`config.mk`:
```
export PLATFORM = sky130hd
export DESIGN_NAME = rxe_fcs_check
export DESIGN_NICKNAME = d
export VERILOG_FILES = /design/src/rtl/rxe_fcs_check.sv
export SDC_FILE = /design/constraint.sdc
export NUM_CORES = 1
export LEC_CHECK = 0
export BUFFER_PORTS_ARGS = -buffer_cell sky130_fd_sc_hd__buf_4
export CAP_MARGIN = 40
export CORE_MARGIN = 2
export CORE_UTILIZATION = 60
export CTS_CLUSTER_DIAMETER = 150
export DETAILED_ROUTE_END_ITERATION = 10
export HOLD_SLACK_MARGIN = 0.06
export PLACE_DENSITY = 0.79
export SLEW_MARGIN = 20
export SYNTH_ARGS = -nofsm -noshare
export SYNTH_HDL_FRONTEND = slang
export SYNTH_SLANG_ARGS = --single-unit
```
`constraint.sdc`:
```
create_clock -name i_clk -period 2.68 [get_ports i_clk]
set_clock_uncertainty 0.05 [all_clocks]
set_input_delay 0.402 -clock i_clk [delete_from_list [all_inputs] [get_ports i_clk]]
set_output_delay 0.402 -clock i_clk [all_outputs]
set_load 0.1 [all_outputs]
```
`src/rtl/rxe_fcs_check.sv`:
```
// rxe_fcs_check
// Receive-path FCS checker that sits just before the memory-write stage.
// It runs CRC-32 over every received frame, including the FCS bytes.
// When OPT_STRIP=1 it delays the stream by four bytes, so the trailing FCS
// never reaches the writer. At the end of each frame it reports the frame
// length and whether the frame was bad: a CRC mismatch or a runt.
//
// Ports
//   i_clk      system clock
//   i_reset_n  asynchronous active-low reset
//   i_v, i_d   input byte stream; i_v is contiguous per frame and idles
//              for at least one cycle between frames
//   o_v, o_d   output byte stream, same convention as the input
//   o_done     one-cycle end-of-frame pulse
//   o_err      bad FCS or runt, qualified by o_done
//   o_len      bytes received including FCS, qualified by o_done
module rxe_fcs_check #(
    parameter bit OPT_STRIP = 1'b1,
    parameter int LGLEN     = 14
) (
    input  logic             i_clk,
    input  logic             i_reset_n,
    input  logic             i_v,
    input  logic [7:0]       i_d,
    output logic             o_v,
    output logic [7:0]       o_d,
    output logic             o_done,
    output logic             o_err,
    output logic [LGLEN-1:0] o_len
);

    localparam logic [31:0]      CRC_POLY    = 32'hEDB88320;
    localparam logic [31:0]      CRC_INIT    = 32'hFFFFFFFF;
    localparam logic [31:0]      CRC_RESIDUE = 32'hDEBB20E3;
    localparam logic [LGLEN-1:0] CNT_MAX     = '1;
    localparam logic [LGLEN-1:0] CNT_FCS     = LGLEN'(4);
    localparam logic [LGLEN-1:0] CNT_MIN     = LGLEN'(5);

    // Reflected CRC-32 update over one byte.
    // The byte is consumed LSB first.
    function automatic logic [31:0] crcByte(input logic [31:0] crc, input logic [7:0] d);
        logic [31:0] c;
        c = crc ^ {24'h0, d};
        for (int i = 0; i < 8; i++) begin
            c = c[0] ? ((c >> 1) ^ CRC_POLY) : (c >> 1);
        end
        return c;
    endfunction

    logic             armed_q, armed_d;
    logic             prev_v_q, prev_v_d;
    logic [31:0]      crc_q, crc_d;
    logic [LGLEN-1:0] count_q, count_d;
    logic [3:0][7:0]  dly_q, dly_d;
    logic             ov_q, ov_d;
    logic [7:0]       od_q, od_d;
    logic             done_q, done_d;
    logic             err_q, err_d;
    logic [LGLEN-1:0] len_q, len_d;

    logic accept;
    logic eof;

    // Input is accepted only after the first idle cycle seen since reset.
    // As a result, a frame that is already in flight when reset releases is
    // dropped as a whole.
    // End of frame is the first idle cycle after accepted bytes. It can never
    // coincide with an accepted byte, so clearing the CRC and count here
    // cannot clobber byte 0 of the following frame.
    always_comb begin
        accept   = armed_q & i_v;
        eof      = armed_q & ~i_v & prev_v_q;

        armed_d  = armed_q | ~i_v;
        prev_v_d = accept;
        crc_d    = crc_q;
        count_d  = count_q;
        dly_d    = dly_q;
        ov_d     = 1'b0;
        od_d     = od_q;
        done_d   = eof;
        err_d    = 1'b0;
        len_d    = len_q;

        if (accept) begin
            crc_d   = crcByte(crc_q, i_d);
            count_d = (count_q == CNT_MAX) ? count_q : count_q + LGLEN'(1);
            dly_d   = {dly_q[2:0], i_d};
        end else if (eof) begin
            crc_d   = CRC_INIT;
            count_d = '0;
            err_d   = (crc_q != CRC_RESIDUE) || (count_q < CNT_MIN);
            len_d   = count_q;
        end

        // With stripping on, a byte is released only once four newer bytes
        // have arrived behind it. The final four bytes of a frame are the
        // FCS, and they are therefore never released.
        if (OPT_STRIP) begin
            ov_d = accept && (count_q >= CNT_FCS);
            if (ov_d) begin
                od_d = dly_q[3];
            end
        end else begin
            ov_d = accept;
            if (accept) begin
                od_d = i_d;
            end
        end
    end

    // State and output registers.
    // Reset is asynchronous, so an aborted frame clears its outputs at once.
    always_ff @(posedge i_clk or negedge i_reset_n) begin
        if (!i_reset_n) begin
            armed_q  <= 1'b0;
            prev_v_q <= 1'b0;
            crc_q    <= CRC_INIT;
            count_q  <= '0;
            dly_q    <= '0;
            ov_q     <= 1'b0;
            od_q     <= 8'h00;
            done_q   <= 1'b0;
            err_q    <= 1'b0;
            len_q    <= '0;
        end else begin
            armed_q  <= armed_d;
            prev_v_q <= prev_v_d;
            crc_q    <= crc_d;
            count_q  <= count_d;
            dly_q    <= dly_d;
            ov_q     <= ov_d;
            od_q     <= od_d;
            done_q   <= done_d;
            err_q    <= err_d;
            len_q    <= len_d;
        end
    end

    assign o_v    = ov_q;
    assign o_d    = od_q;
    assign o_done = done_q;
    assign o_err  = err_q;
    assign o_len  = len_q;

endmodule

```
## Yosys cells after proc, flatten, opt, wreduce, memory -nomap -nowiden

Cells that the tools add are included.

| word-level totals | value |
|---|---|
| bits in registers | 105 |
| bits of input ports | 11 |

| operators by class | value |
|---|---|
| multiplexer cells | 15 |
| order comparisons | 2 |
| equal/unequal tests | 3 |
| reduce and logical (&&, ||, !) cells | 5 |
| add/subtract/negate cells | 1 |
| bitwise gates (word level) | 15 |

Operators by type and width:

| kind | count |
|---|---|
| 32-bit 2-to-1 mux | 10 |
| 13-bit inverter with 14-bit output | 8 |
| 14-bit 2-to-1 mux | 3 |
| 32-bit inequality test (second input constant) | 1 |
| 32-bit by 8-bit XOR with 32-bit output | 1 |
| 14-bit by 1-bit adder with 14-bit output (second input constant) | 1 |
| 14-bit == test (second input constant) | 1 |
| 14-bit by 3-bit >= comparator with 1-bit output (second input constant) | 1 |
| 14-bit by 3-bit < comparator with 1-bit output (second input constant) | 1 |
| 2-bit AND reduction | 2 |
| 1-bit AND | 3 |
| 1-bit 2-to-1 mux | 2 |
| 2-bit inequality test (second input constant) | 1 |
| 1-bit inverter | 2 |
| 2-bit nonzero test | 1 |
| 1-bit logical AND | 1 |
| 1-bit logical OR | 1 |
| 1-bit bitwise OR | 1 |

## Logic depth before layout (Yosys ltp)

| depth | value |
|---|---|
| depth in word-level cells | 18 |
| gate-level depth with buffers | 6 |

## Worst setup path before layout

Ideal clock, no wire load.

| path | value |
|---|---|
| kind | flip-flop to flip-flop |
| start point | register crc_q[7] |
| end point | register crc_q[20] |
| setup time | 0.073 ns |
| required time | 2.557 ns |
| clock period less this slack | 1.914 ns |
| slack | 0.766 ns |
| buffers on the path | 0 |
| data arrival time | 1.791 ns |
| cell stages (with the launch flop) | 6 |
| cells stage by stage | dfstp_2 -> xor2_4 -> xnor2_4 -> xnor3_2 -> xor2_1 -> a21oi_1 |

| on the way | value |
|---|---|
| cells in the longest elaborated chain, start to end | 11 |

Ends and longest elaborated chain:

| what | RTL line | RTL |
|---|---|---|
| from (decl) | 52 | `logic [31:0] crc_q, crc_d;` |
| from (signal assigned) | 129 | `crc_q <= crc_d;` |
| 32-bit by 8-bit XOR with 32-bit output (*) | 43 | `c = crc ^ {24'h0, d};` |
| 32-bit 2-to-1 mux (*) | 45 | `c = c[0] ? ((c >> 1) ^ CRC_POLY) : (c >> 1);` |
| 13-bit inverter with 14-bit output (no source line) | n/a |  |
| 32-bit 2-to-1 mux (*) (7 in series) | 45 |  |
| 32-bit 2-to-1 mux (*) | 85 | `if (accept) begin` |

Every way passes the cells marked *; elsewhere a longest branch is shown, timed or not.
A chain may end at the register's enable or synchronous reset.

## Final worst setup path

Same ends and word-level chain as after synthesis.

==> results.cfg <==
[synthesis]
synth.top_cells.by_area = dfrtp_1, dfstp_2, nand2_1
synth_cell_types = 40
syn_inst = 475
yosys.area.top_type = dfrtp_1
yosysSeqAreaShare_pct = 53.4
synth_ff_type = dfrtp_1
synth_area_um2 = 5000
ys_warn_count = 0
syn_nets = 488
yosys.area.top_type_share_pct = 36.5
syn_area_per_cell_um2 = 10.5
synth-seq-cells = 105
async_flop_share_pct = 100
synth-edff-count = 0

[global_route]
grt_pass1_wl_mm = 16.7
grtUsageTotal_pct = 24.4
grt_pass1_vias = 3333
grt_max_degree = 67
overflow = 0
antenna_found_initial = 0

[floorplan]
start_util_pct = 61.5
ios = 36
rows = 33
die_area_um2 = 9080
die_width_um = 95.3
core_area_um2 = 8130
die_y_um = 95.3

[timing]
worst_pin_slew_ns = 0.619
rsz0062_at_grt = no
setup_tns_ns = 0
fin_crit_ns = 2.05
finalMaxSlewViolations = 0
fmax_mhz = 488
finalHoldViolations = 0
setup_viol = 0
slew_headroom_pct = 58.7
holdWs_ns = 0.195
post-route-period-util_pct = 76.5

[pwr]
p_int_mw = 4.15
switchingPower_mw = 3.00
ir_drop_uv = 1340
p_leak_nw = 2.60
power_frac_comb_pct = 51.8
seqPwrFrac_pct = 35.0
p_per_area_nw_per_um2 = 1280
switching_share_pct = 42.0
clockPowerShare_pct = 13.3
p_total_mw = 7.15

[route]
drc = 0
wire_per_inst_um = 15.8
detail-route-antenna-nets = 0
drtPass1Iterations = 4
vias_per_cell = 5.53
vias = 3433
drtIter0Drc = 150
postRouteWirelength_mm = 9.83

[outcome]
outcome = complete, no violations

[worst_hold_path]
min_path_type = input port to flip-flop
holdCritStartpoint = i_v

[layout]
drive_gt1_share_pct = 23.3
n_antenna_cell = 0
area_growth_pct = 12.1
final_nets = 524
fillers = 638
multi_input_area_um2 = 2240
register_area_um2 = 2670

[worst_setup_path]
startpoint_type = flip-flop
startpoint = crc_q[7]$_DFFE_PN1P_
crit_path_max_fanout = 4
required_ns = 2.94
cp-end-kind = flip-flop
path_class = flip-flop to flip-flop
crit_arrival_ns = 2.31
reg2reg_from = crc_q[7]$_DFFE_PN1P_

[clocking]
clk_pin_slew_ns = 0.10
clk_path_buf_depth = 2
cts_buffers = 9
cts_resized = 0
cts.root.buffer_cell = clkbuf_8
clkLatencyLatePin_ns = 0.37
htreeDepth = 3
post-cts-setup-buffer-count = 0
cts_num_sinks = 105
cts_tree = done

[job]
maxCapViolCount = 0

[place]
io_buffer_count = 35
place_hpwl_mm = 6.84
place_congestion = 0.928
[worst paths after layout]
kind | endpoint | slack [ns] | depth (start not counted)
worst max register to register | crc_q[20]$_DFFE_PN1P_ | 0.63 | 5
worst max-delay path | crc_q[20]$_DFFE_PN1P_ | 0.63 | 5
max in group asynchronous | crc_q[16]$_DFFE_PN1P_ | 1.33 | 3
worst min register to register | dly_q[9]$_DFFE_PN0P_ | 0.41 | 2
worst min-delay path | armed_q$_DFF_PN0_ | 0.19 | 2
min in group asynchronous | o_d[5]$_DFFE_PN0P_ | 0.47 | 2
[sequential cells by signal, indices dropped and copies added (netlist names)]
register,count
o_v,1
prev_v_q,1
dly_q,32
count_q,14
o_len,14
o_done,1
o_err,1
crc_q,32
o_d,8
armed_q,1
[worst max-delay path: stages, from the launching register on]
cell	delay [ns]
dfstp_2	0.61
xor2_4	0.32
xnor2_4	0.21
xnor3_2	0.50
xor2_1	0.16
a21oi_1	0.15
[cells in the final DEF, fill, tap and decap left out, types with 3 or more instances in the layout]
cell / n
a21oi_1: 23
nor2_1: 32
nand4_1: 4
nand4b_1: 3
dfstp_2: 32
and3_1: 5
xor2_2: 3
buf_4: 39
xnor2_2: 8
o22a_1: 10
mux2_2: 9
nand3_1: 4
nor4_1: 5
a31oi_1: 3
o21ai_0: 6
inv_1: 6
xnor2_4: 5
xor2_1: 23
xnor2_1: 39
and4_1: 5
clkbuf_8: 9
inv_6: 3
nand2_1: 136
dfrtp_1: 73
[kinds of logic after synthesis]
kind of cell             count (synthesis)  share of synthesized area [%]
multiplexers                             9                           2.03
AND/OR/NAND/NOR                        203                           17.4
adder cells (fa/ha/maj)                  2                          0.501
AO/OA/AOI/OAI                           52                           6.66
flip-flops                             105                           53.4
buffers and inverters                   24                           1.80
XOR/XNOR                                80                           18.2
[cell type report]
cell class / count / share of cell area, %
Sequential cell: 105 / 47.6
Clock inverter: 7 / 1.25
Multi-Input combinational cell: 346 / 40.0
Timing Repair Buffer: 42 / 6.12
Tap cell: 105 / 2.34
Inverter: 7 / 0.469
Clock buffer: 9 / 2.21
[synth_stat cells (all sizes together) (5+ instances only)]
cell,instances
nand2,136
dfrtp,73
xnor2,52
dfstp,32
nor2,32
xor2,27
a21oi,24
clkbuf,14
o22a,10
mux2,9
inv,7
o21ai,6
and3,5
and4,5
nor4,5
[power groups by stage]
stage	logic [mW]	registers, mW	clock network (mW)
5_1_grt	3.98	2.55	1.05
3_3_place_gp	3.56	2.51	0
4_1_cts	3.70	2.50	0.966
6_report	3.70	2.50	0.950
2_1_floorplan	2.59	2.86	0
3_5_place_dp	3.67	2.52	0
[what timing repair did]
action / CTS / global route
setup endpoints to repair: 0 / 0
hold buffers: 1 / 0
hold endpoints to repair: 39 / 0
[metal layers]
metal | share of wire (%) | up-vias | track usage [%] | wire length (um)
met5 | 0 | - | 0 | 0
met4 | 2.2 | 0 | 11.2 | 212
met3 | 4.5 | 20 | 4.58 | 439
met2 | 47 | 87 | 37.7 | 4640
met1 | 46 | 1694 | 33.5 | 4530
li1 | - | 1632 | - | -
[stage by stage]
stage,cell area [um2],setup WS [ns],util (%),std cells
after global placement,5380,0.568,66.1,603
after CTS,5600,0.627,68.9,621
final,5600,0.629,68.9,621
after floorplan,5000,0.766,-,475
after global routing,5600,0.566,68.9,621
after detailed placement,5400,0.609,66.4,604
Power figures use the tool's default switching activity.
